$ cat src/rtl/hazard_scoreboard_pkg.sv
// -----------------------------------------------------------------------------
// hazard_scoreboard_pkg
// Shared constants for the Tuse/Tnew hazard controller of the 5-stage MIPS
// pipeline: GRF address / timing widths, the "operand not used" Tuse code,
// the forward-mux select encoding and the Tnew values of the instruction
// classes.
// -----------------------------------------------------------------------------
package hazard_scoreboard_pkg;

    // GRF address width (32 registers, $0 hard-wired to zero)
    localparam int GRF_AW   = 5;
    // Tuse / Tnew field width
    localparam int TIMING_W = 2;

    // Tuse code meaning "this source operand is never read"
    localparam logic [1:0] TUSE_NONE = 2'b11;

    // Forward-mux selects shared by the D-stage and E-stage operand muxes
    typedef enum logic [1:0] {
        FWD_GRF = 2'd0,
        FWD_E   = 2'd1,
        FWD_M   = 2'd2,
        FWD_W   = 2'd3
    } fwd_sel_e;

    // Cycles after entering E until the result exists
    typedef enum logic [1:0] {
        TNEW_PC8  = 2'd0,
        TNEW_ALU  = 2'd1,
        TNEW_LOAD = 2'd2
    } tnew_e;

endpackage

$ cat src/rtl/hazard_scoreboard_entry.sv
// -----------------------------------------------------------------------------
// hazard_entry
// One pipeline-stage record of an in-flight GRF write {we, a3, tnew}.
// Instanced three times (E, M, W) by hazard_scoreboard.
//
// Ports
//   clk       in   pipeline clock
//   reset     in   synchronous active-high clear
//   bubble_i  in   load an empty record instead of the incoming one
//   we_i      in   incoming write enable
//   a3_i      in   incoming destination register
//   tnew_i    in   incoming Tnew (as held by the previous stage)
//   we_o      out  registered write enable
//   a3_o      out  registered destination register
//   tnew_o    out  registered Tnew
//
// DECREMENT selects whether Tnew counts down by one on the way in (M and W
// stages) or is taken as-is (E stage, fed straight from decode).
// -----------------------------------------------------------------------------
module hazard_entry
    import hazard_scoreboard_pkg::*;
#(
    parameter int AW        = GRF_AW,
    parameter int TW        = TIMING_W,
    parameter bit DECREMENT = 1'b0
) (
    input  logic          clk,
    input  logic          reset,
    input  logic          bubble_i,
    input  logic          we_i,
    input  logic [AW-1:0] a3_i,
    input  logic [TW-1:0] tnew_i,
    output logic          we_o,
    output logic [AW-1:0] a3_o,
    output logic [TW-1:0] tnew_o
);

    logic          we_q,   we_d;
    logic [AW-1:0] a3_q,   a3_d;
    logic [TW-1:0] tnew_q, tnew_d;

    // Next record: pass-through, with a saturating count-down of Tnew when
    // this stage is downstream of E; a bubble overrides everything.
    always_comb begin
        we_d   = we_i;
        a3_d   = a3_i;
        tnew_d = tnew_i;
        if (DECREMENT && (tnew_i != '0)) begin
            tnew_d = tnew_i - TW'(1);
        end
        if (bubble_i) begin
            we_d   = 1'b0;
            a3_d   = '0;
            tnew_d = '0;
        end
    end

    // Stage register with synchronous clear
    always_ff @(posedge clk) begin
        if (reset) begin
            we_q   <= 1'b0;
            a3_q   <= '0;
            tnew_q <= '0;
        end else begin
            we_q   <= we_d;
            a3_q   <= a3_d;
            tnew_q <= tnew_d;
        end
    end

    assign we_o   = we_q;
    assign a3_o   = a3_q;
    assign tnew_o = tnew_q;

endmodule

$ cat src/rtl/hazard_scoreboard.sv
// -----------------------------------------------------------------------------
// hazard_scoreboard
// Tuse/Tnew hazard controller for the 5-stage MIPS pipeline. Tracks the GRF
// writes in flight in E/M/W, stalls the D stage when a source operand cannot
// be forwarded in time, and drives the forward-mux selects for the D-stage
// rs/rt operands and the E-stage ALU operands. All outputs are combinational
// functions of the tracked state and the current D-stage fields.
//
// Ports
//   clk        in   pipeline clock
//   reset      in   synchronous active-high; clears every tracked entry
//   d_rs       in   D-stage rs field
//   d_rt       in   D-stage rt field
//   d_tuse_rs  in   cycles until D instr needs rs (0=D,1=E,2=M,3=unused)
//   d_tuse_rt  in   same for rt
//   d_we       in   D instr writes the GRF
//   d_a3       in   D instr destination register
//   d_tnew     in   cycles after entering E until the result is ready
//   stall      out  freeze PC/F/D and insert a bubble into E
//   fwd_d_rs   out  D rs mux: 0 GRF, 1 E, 2 M, 3 W
//   fwd_d_rt   out  D rt mux, same encoding
//   fwd_e_rs   out  E rs mux: 0 carried value, 2 M, 3 W
//   fwd_e_rt   out  E rt mux, same encoding
// -----------------------------------------------------------------------------
module hazard_scoreboard
    import hazard_scoreboard_pkg::*;
#(
    parameter int AW = GRF_AW,
    parameter int TW = TIMING_W
) (
    input  logic          clk,
    input  logic          reset,
    input  logic [AW-1:0] d_rs,
    input  logic [AW-1:0] d_rt,
    input  logic [TW-1:0] d_tuse_rs,
    input  logic [TW-1:0] d_tuse_rt,
    input  logic          d_we,
    input  logic [AW-1:0] d_a3,
    input  logic [TW-1:0] d_tnew,
    output logic          stall,
    output logic [1:0]    fwd_d_rs,
    output logic [1:0]    fwd_d_rt,
    output logic [1:0]    fwd_e_rs,
    output logic [1:0]    fwd_e_rt
);

    // -------------------------------------------------------------------------
    // Tracked stage records
    // -------------------------------------------------------------------------
    logic          eWe,   mWe,   wWe;
    logic [AW-1:0] eA3,   mA3,   wA3;
    logic [TW-1:0] eTnew, mTnew, wTnew;

    // Source registers of the instruction sitting in E, for E-stage forwarding
    logic [AW-1:0] eRs_q, eRs_d;
    logic [AW-1:0] eRt_q, eRt_d;

    // E takes the decoded instruction straight from D, or a bubble on stall
    hazard_entry #(.AW(AW), .TW(TW), .DECREMENT(1'b0)) uEntryE (
        .clk      (clk),
        .reset    (reset),
        .bubble_i (stall),
        .we_i     (d_we),
        .a3_i     (d_a3),
        .tnew_i   (d_tnew),
        .we_o     (eWe),
        .a3_o     (eA3),
        .tnew_o   (eTnew)
    );

    // M receives E one cycle older, so its Tnew is one less
    hazard_entry #(.AW(AW), .TW(TW), .DECREMENT(1'b1)) uEntryM (
        .clk      (clk),
        .reset    (reset),
        .bubble_i (1'b0),
        .we_i     (eWe),
        .a3_i     (eA3),
        .tnew_i   (eTnew),
        .we_o     (mWe),
        .a3_o     (mA3),
        .tnew_o   (mTnew)
    );

    // W also counts down; the longest producer (load) reaches zero here, so
    // every W record is ready by construction
    hazard_entry #(.AW(AW), .TW(TW), .DECREMENT(1'b1)) uEntryW (
        .clk      (clk),
        .reset    (reset),
        .bubble_i (1'b0),
        .we_i     (mWe),
        .a3_i     (mA3),
        .tnew_i   (mTnew),
        .we_o     (wWe),
        .a3_o     (wA3),
        .tnew_o   (wTnew)
    );

    // E-stage source fields follow the same bubble rule as the E record
    always_comb begin
        eRs_d = d_rs;
        eRt_d = d_rt;
        if (stall) begin
            eRs_d = '0;
            eRt_d = '0;
        end
    end

    always_ff @(posedge clk) begin
        if (reset) begin
            eRs_q <= '0;
            eRt_q <= '0;
        end else begin
            eRs_q <= eRs_d;
            eRt_q <= eRt_d;
        end
    end

    // -------------------------------------------------------------------------
    // Match / priority helpers
    // -------------------------------------------------------------------------

    // A record supplies register r only if it writes, targets r, and r is not
    // the hard-wired $0
    function automatic logic hits(input logic we, input logic [AW-1:0] a3,
                                  input logic [AW-1:0] r);
        return we && (a3 == r) && (r != '0);
    endfunction

    // Only the youngest matching producer in E/M decides; W is always ready
    function automatic logic needStall(input logic hitE, input logic hitM,
                                       input logic [TW-1:0] tE,
                                       input logic [TW-1:0] tM,
                                       input logic [TW-1:0] tuse);
        if (tuse == TW'(TUSE_NONE)) return 1'b0;
        if (hitE)                   return tE > tuse;
        if (hitM)                   return tM > tuse;
        return 1'b0;
    endfunction

    // The youngest match wins even when it is not ready yet; an older ready
    // copy would carry a stale value
    function automatic logic [1:0] pickFwdD(input logic hitE, input logic hitM,
                                            input logic hitW,
                                            input logic [TW-1:0] tE,
                                            input logic [TW-1:0] tM,
                                            input logic [TW-1:0] tW);
        if (hitE) return (tE == '0) ? FWD_E : FWD_GRF;
        if (hitM) return (tM == '0) ? FWD_M : FWD_GRF;
        if (hitW) return (tW == '0) ? FWD_W : FWD_GRF;
        return FWD_GRF;
    endfunction

    function automatic logic [1:0] pickFwdE(input logic hitM, input logic hitW);
        if (hitM) return FWD_M;
        if (hitW) return FWD_W;
        return FWD_GRF;
    endfunction

    // -------------------------------------------------------------------------
    // Per-operand match vectors
    // -------------------------------------------------------------------------
    logic hitErs, hitMrs, hitWrs;
    logic hitErt, hitMrt, hitWrt;
    logic hitMeRs, hitWeRs, hitMeRt, hitWeRt;

    assign hitErs  = hits(eWe, eA3, d_rs);
    assign hitMrs  = hits(mWe, mA3, d_rs);
    assign hitWrs  = hits(wWe, wA3, d_rs);
    assign hitErt  = hits(eWe, eA3, d_rt);
    assign hitMrt  = hits(mWe, mA3, d_rt);
    assign hitWrt  = hits(wWe, wA3, d_rt);
    assign hitMeRs = hits(mWe, mA3, eRs_q);
    assign hitWeRs = hits(wWe, wA3, eRs_q);
    assign hitMeRt = hits(mWe, mA3, eRt_q);
    assign hitWeRt = hits(wWe, wA3, eRt_q);

    // -------------------------------------------------------------------------
    // Outputs: rs and rt evaluated independently, so rs==rt gives equal selects
    // -------------------------------------------------------------------------
    assign stall = needStall(hitErs, hitMrs, eTnew, mTnew, d_tuse_rs)
                 | needStall(hitErt, hitMrt, eTnew, mTnew, d_tuse_rt);

    assign fwd_d_rs = pickFwdD(hitErs, hitMrs, hitWrs, eTnew, mTnew, wTnew);
    assign fwd_d_rt = pickFwdD(hitErt, hitMrt, hitWrt, eTnew, mTnew, wTnew);

    assign fwd_e_rs = pickFwdE(hitMeRs, hitWeRs);
    assign fwd_e_rt = pickFwdE(hitMeRt, hitWeRt);

endmodule

$ cat config.mk
export PLATFORM = sky130hd
export DESIGN_NAME = hazard_scoreboard
export DESIGN_NICKNAME = d
export VERILOG_FILES = /design/src/rtl/hazard_scoreboard_pkg.sv /design/src/rtl/hazard_scoreboard_entry.sv /design/src/rtl/hazard_scoreboard.sv
export SDC_FILE = /design/constraint.sdc
export NUM_CORES = 1
export LEC_CHECK = 0
export CORE_UTILIZATION = 30
export CTS_CLUSTER_DIAMETER = 200
export DETAILED_ROUTE_END_ITERATION = 10
export SETUP_SLACK_MARGIN = 0.2
export SLEW_MARGIN = 20
export SYNTH_ARGS = -nofsm -noshare
export SYNTH_HDL_FRONTEND = slang
export SYNTH_HIERARCHICAL = 1
export SYNTH_SLANG_ARGS = --single-unit
$ cat constraint.sdc
create_clock -name clk -period 5.46 [get_ports clk]
set_input_delay 1.092 -clock clk [delete_from_list [all_inputs] [get_ports clk]]
set_output_delay 1.092 -clock clk [all_outputs]
set_load 0.01 [all_outputs]
Yosys cells after proc, flatten, opt, wreduce, memory -nomap -nowiden
Index checks and enable logic that the tools add are counted.

cells by class
  $add $sub $neg = 2
  order comparisons = 4
  eq/ne operators = 12
  muxes and demuxes = 63
  bitwise operators = 1
  reductions and logical operators = 30

operators by type and width
  kind                   number
  $eq A5 B5 Y1           10
  $mux W2                24
  $mux W1                39
  $logic_and A1 B1 Y1    20
  $reduce_bool A5 Y1     4
  $gt A2 B2 Y1           4
  $logic_not A2 Y1       3
  $eq A2 B2 Y1 const B   2
  $reduce_bool A2 Y1     2
  $sub A2 B1 Y2 const B  2
  $reduce_or A2 Y1       1
  $or A1 B1 Y1           1

storage, ports and cells
  register bits = 34
  input bits = 24
  output and inout bits = 9
  word-level logic and storage cells = 123

Depth between registers and ports, before layout
Gate-level depths: netlist of run 1.

  depth after elaboration = 12
  gate-level depth with buffers = 9
  gate-level depth less buffers = 8

By module
Netlist of run 1, hierarchy kept.

by module, submodules not included
  module                      times used  cells each  area an instance (µm²)  seq. area each (µm²)
  hazard_scoreboard           1           152         1361.3                  200.2
  hazard_entry (uEntryM ...)  2           18          292.8                   160.2
  hazard_entry (uEntryE)      1           18          282.8                   160.2

Worst setup path before layout of run 1
Ideal clock, no wire load.

  kind = input port to output port
  start point = input d_rt[0]
  end point = output fwd_d_rt[1]
  data arrival time = 2.617 ns
  data required time = 4.368 ns
  setup slack = 1.751 ns
  stages = 5
  buffers on the path = 0
  cells stage by stage = or4_4 -> o211ai_2 -> nor2_1 -> or4_4 -> a21oi_1

on the way
  longest elaborated chain between the ends = 9

ends and longest elaborated chain
  element                            line                      text
  start, declared                    hazard_scoreboard.sv:34   input logic [AW-1:0] d_rt,
  $eq A5 B5 Y1                       hazard_scoreboard.sv:126  return we && (a3 == r) && (r != '0);
  $logic_and A1 B1 Y1 (2 in series)  hazard_scoreboard.sv:126
  $mux W1 (2 in series)              hazard_scoreboard.sv:149  if (hitW) return (tW == '0) ? FWD_W : FWD_GRF;
  $mux W1                            hazard_scoreboard.sv:148  if (hitM) return (tM == '0) ? FWD_M : FWD_GRF;
  $mux W2                            hazard_scoreboard.sv:150  return FWD_GRF;
  $mux W2                            hazard_scoreboard.sv:149
  $mux W2 *                          hazard_scoreboard.sv:148
  end, declared                      hazard_scoreboard.sv:42   output logic [1:0] fwd_d_rt,

Every way passes the cells marked *; elsewhere a longest branch is shown, timed or not. The select of a mux whose other input is x is not followed.

Worst setup path after layout of run 1
  start point = input d_tuse_rs[1]
  end point = output stall

on the way
  longest elaborated chain between the ends = 7

ends and longest elaborated chain
  element          line                      text
  start, declared  hazard_scoreboard.sv:35   input logic [TW-1:0] d_tuse_rs,
  $gt A2 B2 Y1     hazard_scoreboard.sv:135  if (hitE) return tE > tuse;
  $mux W1          hazard_scoreboard.sv:135
  $mux W1          hazard_scoreboard.sv:136  if (hitM) return tM > tuse;
  $mux W1          hazard_scoreboard.sv:137  return 1'b0;
  $mux W1          hazard_scoreboard.sv:136
  $mux W1 *        hazard_scoreboard.sv:135
  $or A1 B1 Y1 *   hazard_scoreboard.sv:181  | needStall(hitErt, hitMrt, eTnew, mTnew, d_tuse_rt);
  end, declared    hazard_scoreboard.sv:40   output logic stall,

Every way passes the cells marked *; elsewhere a longest branch is shown, timed or not.

==> results of run 1 <==
==> routing by layer <==
metal  track usage  part of all wire  up-vias
met2        0.2622              0.50       28
li1              -                 -      793
met5             0                 0        -
met4       0.05279             0.016        0
met1        0.1755              0.45      781
met3       0.02892             0.034        7
==> final cells by class <==
class | count | share of cell area
multi-input cells | 156 | 0.5250
inverters | 6 | 0.008261
well taps | 99 | 0.04543
flip-flops and latches | 34 | 0.2497
repair buffers | 34 | 0.1212
clock buffers | 5 | 0.02524
clock inverters | 3 | 0.02524
==> how the worst max path moves through the flow <==
stage,start,to,cells after the start
2_1_floorplan,d_rt[0],fwd_d_rt[1],5
3_3_place_gp,d_tuse_rs[1],stall,8
3_5_place_dp,d_tuse_rs[1],stall,8
4_1_cts,d_tuse_rs[1],stall,8
5_1_grt,d_tuse_rs[1],stall,8
6_report,d_tuse_rs[1],stall,8
==> logic make-up after synthesis <==
| logic type | synth area share |
|---|---|
| muxes | 0.008979 |
| buffers and inverters | 0.05443 |
| and+or+nand+nor | 0.3384 |
| xor gates and xnor gates | 0.1964 |
| adders and majority gates | 0.04490 |
| other | 0.001682 |
| AOI/OAI and AO/OA | 0.04995 |
| DFF | 0.3053 |
==> flip-flops by register name, indices dropped and copies added, names as in the netlist <==
name	flops
eRs_q	5
uEntryM/we_o	1
uEntryM/a3_o	5
eRt_q	5
uEntryE/we_o	1
uEntryM/tnew_o	2
uEntryW/we_o	1
uEntryE/a3_o	5
uEntryW/a3_o	5
uEntryE/tnew_o	2
uEntryW/tnew_o	2
==> synthesized netlist by cell type (2+ instances only) <==
| cell | instances | share of area |
|---|---|---|
| a21oi_1 | 3 | 0.0067 |
| nand4_1 | 8 | 0.022 |
| mux2i_1 | 2 | 0.0090 |
| dfxtp_1 | 34 | 0.31 |
| buf_6 | 7 | 0.035 |
| o21ai_0 | 2 | 0.0045 |
| nor2b_1 | 4 | 0.011 |
| inv_1 | 6 | 0.010 |
| or2_2 | 4 | 0.011 |
| nor2_1 | 7 | 0.012 |
| nand2b_1 | 2 | 0.0056 |
| ha_1 | 8 | 0.045 |
| nand2_1 | 4 | 0.0067 |
| nor4b_2 | 11 | 0.074 |
| nor3b_1 | 4 | 0.013 |
| or4_4 | 2 | 0.010 |
| nor4_1 | 6 | 0.017 |
| nor4bb_4 | 2 | 0.022 |
| nor3b_2 | 18 | 0.10 |
| or4_1 | 4 | 0.013 |
| xor2_1 | 19 | 0.075 |
| xnor2_1 | 31 | 0.12 |
==> report_power, final <==
group | switching [mW] | total [mW] | leakage (nW) | internal [mW]
combinational | 0.0398 | 0.0901 | 0.630 | 0.0503
sequential | 0.0129 | 0.270 | 0.280 | 0.257
clock | 0.101 | 0.284 | 0.0683 | 0.183
==> through the flow <==
stage	hold slack, ps	util
final	501.0	0.3779
after global routing	523.4	0.3779
after CTS	501.9	0.3779
after detailed placement	488.4	0.3588
after global placement	485.4	0.3588
after floorplan	452.1	-
==> cell usage in the layout (no fill, tap or decap), drive strengths merged, types with 3 or more instances in the layout <==
cell	instances
a21oi	3
buf	3
clkbuf	5
clkdlybuf4s50	31
dfxtp	34
ha	8
inv	6
nand2	4
nand4	8
nor2	7
nor2b	4
nor3b	22
nor4	6
nor4b	12
o21ai	3
or2	4
or4	6
xnor2	31
xor2	19
==> results_dict.tcl, run 1 <==
set metrics [dict create \
    start_util 0.3091 \
    grtUsageTotal 0.1473 \
    max-clock-path-buffers 2 \
    antenna_found_initial 0 \
    io_pins 33 \
    dp.cells 329 \
    ys_seq_area_frac 0.3053 \
    drive_gt1_frac 0.2143 \
    setup_viol 0 \
    r2r_end "uEntryE/a3_o[4]$_SDFF_PP0_" \
    outcome "completed" \
    cp-end-kind "output pin" \
    htreeDepth 2 \
    routabilityCongestion 0.8571 \
    first_global_vias 1648 \
    dpl_cell_area_um2 2589 \
    cap_violations 0 \
    syn_avg_cell_area_um2 10.82 \
    crit_chain "clkdlybuf4s50_1, inv_1, ha_1, a222oi_1, or4bb_1, o21ai_1, or2_2, clkdlybuf4s50_1" \
    ys.flop_type "dfxtp_1" \
    power_leakage_nw 0.9780 \
    drt-initial-drc-count 113 \
    nNetsFinal 269 \
    hpwlAfterDp_um 3942 \
    ir_drop_mv 0.1055 \
    ys_ff_latch 34 \
    crit_path_frequent_cell "clkdlybuf4s50_1" \
    cts-root-buf "clkbuf_8" \
    period_needed_ps 4921 \
    final_area_um2 2726 \
    avgViaCountPerCell 4.774 \
    power.total_uw 644.5 \
    fin_ws_ps 539.0 \
    cp_max_fo 9 \
    finalNonFillerCells 337 \
    critPathSlowestCell "clkdlybuf4s50_1" \
    wl_per_cell_um 15.32 \
    clock_sinks 34 \
    drc 0 \
    tightest_slew_ps 1026 \
    reg2reg_depth 8 \
    clk_latency_ps 300 \
    hold_end "uEntryM/tnew_o[0]$_SDFF_PP0_" \
    fillCellCount 762 \
    slew_viol_final 0 \
    antenna_cells 0 \
    synth.yosys.warnings 6 \
    cp.required_ps 4370 \
    hold_viol_final 0 \
    ctsResizeCount 0 \
    rsz0062_at_grt "false" \
    postCtsSetupBuffers 0 \
    grt_first_pass_wirelength_um 8452 \
    syn_inst 206 \
    timing.critical_path.buf_inv 3 \
    synth-edff-count 0 \
    hold_path_depth 1 \
    core_um2 7214 \
    critPathMaxStageDelay_ps 590 \
    grt_max_degree 35 \
    path_clk_slew_ps 70 \
    crit_family "buffers and inverters" \
    critPathLaunchType "input pin" \
    ff_latch_area_um2 680.7 \
    skew_ps 4.085 \
    yosysUniqueCellTypes 40 \
    drtPass1Iterations 4 \
    worst-r2r-setup-slack_ps 3230 \
    hold_class "reg -> reg" \
    fmax_mhz 203.2 \
    grt_overflow 0 \
    pre_cts_slack_ps 507.1 \
    via_count 1609 \
    io_buffers 32 \
    dieArea_um2 7781 \
    p_per_area_nw_per_um2 236.4 \
    rows 31 \
    slew-limit-headroom 0.3159 \
    tns_ps 0 \
    postSynth.asyncResetShare 0 \
    area_growth_pct 22.28 \
    r2r_start "uEntryE/tnew_o[0]$_SDFF_PP0_" \
    cts_tree "done" \
    crit_type "in -> out" \
    netlist_area_um2 2230 \
    multiInputGateArea_um2 1431 \
    holdBufCountCts 0 \
    die_x_um 88.21 \
    worstPathArrival_ps 3830 \
    period_share 0.9013 \
    antenna_left 0 \
    numCtsBuffers 5 \
    die_h_um 88.21 \
    finalWirelength_um 5162 \
    hold_start "uEntryE/tnew_o[0]$_SDFF_PP0_" \
]
No activity file was read; power rests on OpenSTA's default activity.
==> run 2, diff against run 1 <==
--- a/config.mk
+++ b/config.mk
@@ -5,9 +5,10 @@
 export SDC_FILE = /design/constraint.sdc
 export NUM_CORES = 1
 export LEC_CHECK = 0
-export CORE_UTILIZATION = 30
+export CORE_UTILIZATION = 58
 export CTS_CLUSTER_DIAMETER = 200
 export DETAILED_ROUTE_END_ITERATION = 10
+export PLACE_DENSITY = 0.85
 export SETUP_SLACK_MARGIN = 0.2
 export SLEW_MARGIN = 20
 export SYNTH_ARGS = -nofsm -noshare
==> run 2 against run 1 <==
Compared with the run above: sequential cell count unchanged; power down 1.0%; die area down 47%; highest routed layer unchanged; clock power down 2%; critical path depth down 1; global-route usage up 12 points; clock skew up 7.5 ps; via count up 2.4%.
==> results_dict.tcl, run 2 (synthesis gave the netlist of run 1 again) <==
set metrics [dict create \
    io_pins 33 \
    multiInputGateArea_um2 1431 \
    hold_start "uEntryE/tnew_o[0]$_SDFF_PP0_" \
    routabilityCongestion 0.8591 \
    worstPathArrival_ps 3830 \
    antenna_cells 0 \
    htreeDepth 2 \
    area_growth_pct 19.42 \
    hold_path_depth 1 \
    slew-limit-headroom 0.3412 \
    final_common_cell "dfxtp_1" \
    max-clock-path-buffers 2 \
    setup_viol 0 \
    drtPass1Iterations 4 \
    path_clk_slew_ps 70 \
    critPathLaunchType "input pin" \
    grt_first_pass_wirelength_um 8148 \
    grt_max_degree 35 \
    p_per_area_nw_per_um2 239.6 \
    cp_max_fo 9 \
    skew_ps 11.59 \
    crit_chain "clkdlybuf4s50_1, xor2_1, nor4_1, or4bb_1, o21ai_1, or2_2, clkdlybuf4s50_1" \
    p_switching_uw 147.3 \
    fmax_mhz 203.0 \
    numCtsBuffers 5 \
    hold_class "reg -> reg" \
    drt-initial-drc-count 81 \
    via_count 1647 \
    worst-r2r-setup-slack_ps 3270 \
    crit_path_frequent_cell "clkdlybuf4s50_1" \
    layout_common_cells "dfxtp_1, xnor2_1, clkdlybuf4s50_1" \
    grt_overflow 0 \
    finalWirelength_um 4795 \
    dr_wl_met2_um 2175 \
    antenna_left 0 \
    holdBufCountCts 0 \
    power_leakage_nw 0.9780 \
    dpl_cell_area_um2 2525 \
    tns_ps 0 \
    highest_layer "met4" \
    drc 0 \
    postCtsSetupBuffers 0 \
    ctsResizeCount 0 \
    critPathSlowestCell "clkdlybuf4s50_1" \
    rows 22 \
    ff_latch_area_um2 680.7 \
    io_buffers 32 \
    seqPwrFrac 0.424 \
    cts_tree "done" \
    final_area_um2 2663 \
    hold_end "uEntryM/tnew_o[0]$_SDFF_PP0_" \
    nNetsFinal 269 \
    cp.required_ps 4370 \
    drive_gt1_frac 0.2143 \
    reg2reg_depth 6 \
    core_um2 3661 \
    internal-power_uw 490.7 \
    dieArea_um2 4096 \
    period_share 0.9024 \
    r2r_start "uEntryE/a3_o[3]$_SDFF_PP0_" \
    outcome "completed" \
    cp.depth 7 \
    r2r_end "uEntryE/a3_o[1]$_SDFF_PP0_" \
    crit_type "in -> out" \
    dp.cells 278 \
    wl_met1_um 2252 \
    hpwlAfterDp_um 3514 \
    timing.critical_path.buf_inv 2 \
    pre_cts_slack_ps 642.9 \
    fin_ws_ps 533.2 \
    rsz0062_at_grt "false" \
    finalNonFillerCells 286 \
    tightest_slew_ps 988.2 \
    ir_drop_mv 0.1964 \
    die_x_um 64 \
    crit_family "simple AND/OR/NAND/NOR gates" \
    first_global_vias 1682 \
    pwr-share-clk 0.435 \
    comb_power_share 0.140 \
    hold_viol_final 0 \
    die_h_um 64 \
    clock_sinks 34 \
    avgViaCountPerCell 5.759 \
    start_util 0.6090 \
    period_needed_ps 4927 \
    grtUsageTotal 0.2663 \
    cap_violations 0 \
    wl_per_cell_um 16.77 \
    p_sw_frac 0.2308 \
    slew_viol_final 0 \
    met3WireLength_um 245 \
    antenna_found_initial 0 \
    clk_latency_ps 290 \
    cp-end-kind "output pin" \
    cts-root-buf "clkbuf_8" \
    fillCellCount 288 \
    critPathMaxStageDelay_ps 580 \
]
run 2: cell counts in the layout (fill, tap and decap cells not counted):
No cell type changed its count.
run 2: layout make-up:
type,instances,area share
timing repair buffer,34,0.1241
tap,48,0.02256
clock inverter,3,0.02585
sequential,34,0.2556
clock buffer,5,0.02585
inverter,6,0.008459
multi-input combinational,156,0.5376
run 2: stage by stage:
stage | hold slack (ps) | utilization | total power, mW
3_5_place_dp | 501.9 | 0.6897 | 0.3638
3_3_place_gp | 494.2 | 0.6897 | 0.3621
2_1_floorplan | 452.1 | - | 0.3342
4_1_cts | 511.0 | 0.7273 | 0.6394
6_report | 517.5 | 0.7273 | 0.6380
5_1_grt | 542.1 | 0.7273 | 0.6633
run 2: worst max-delay path by stage:
stage                 start     endpoint  slack (ps)
2_1_floorplan       d_rt[0]  fwd_d_rt[1]        1750
3_3_place_gp        d_rt[0]  fwd_d_rt[1]         620
3_5_place_dp   d_tuse_rs[1]        stall         640
4_1_cts             d_rs[1]        stall         540
5_1_grt             d_rs[1]        stall         420
6_report            d_rs[1]        stall         530
run 2: power groups by stage:
stage          sequential (mW)  clock [mW]  combinational, mW
2_1_floorplan            0.271           0             0.0628
6_report                 0.271       0.278             0.0895
3_3_place_gp             0.276           0             0.0861
4_1_cts                  0.271       0.280             0.0891
5_1_grt                  0.272       0.293             0.0985
3_5_place_dp             0.276           0             0.0875
run 2: layer usage:
layer / vias to the layer above / global-route usage
met3: 12 / 0.05000
li1: 794 / -
met4: 0 / 0.1136
met2: 52 / 0.4255
met1: 789 / 0.3480
met5: - / 0
==> run 3, diff against run 2 <==
--- a/config.mk
+++ b/config.mk
@@ -10,7 +10,6 @@
 export DETAILED_ROUTE_END_ITERATION = 10
 export PLACE_DENSITY = 0.85
 export SETUP_SLACK_MARGIN = 0.2
-export SLEW_MARGIN = 20
 export SYNTH_ARGS = -nofsm -noshare
 export SYNTH_HDL_FRONTEND = slang
 export SYNTH_HIERARCHICAL = 1
==> results of run 3 <==
The final DEF is identical to that of run 2; final timing and power are the same.
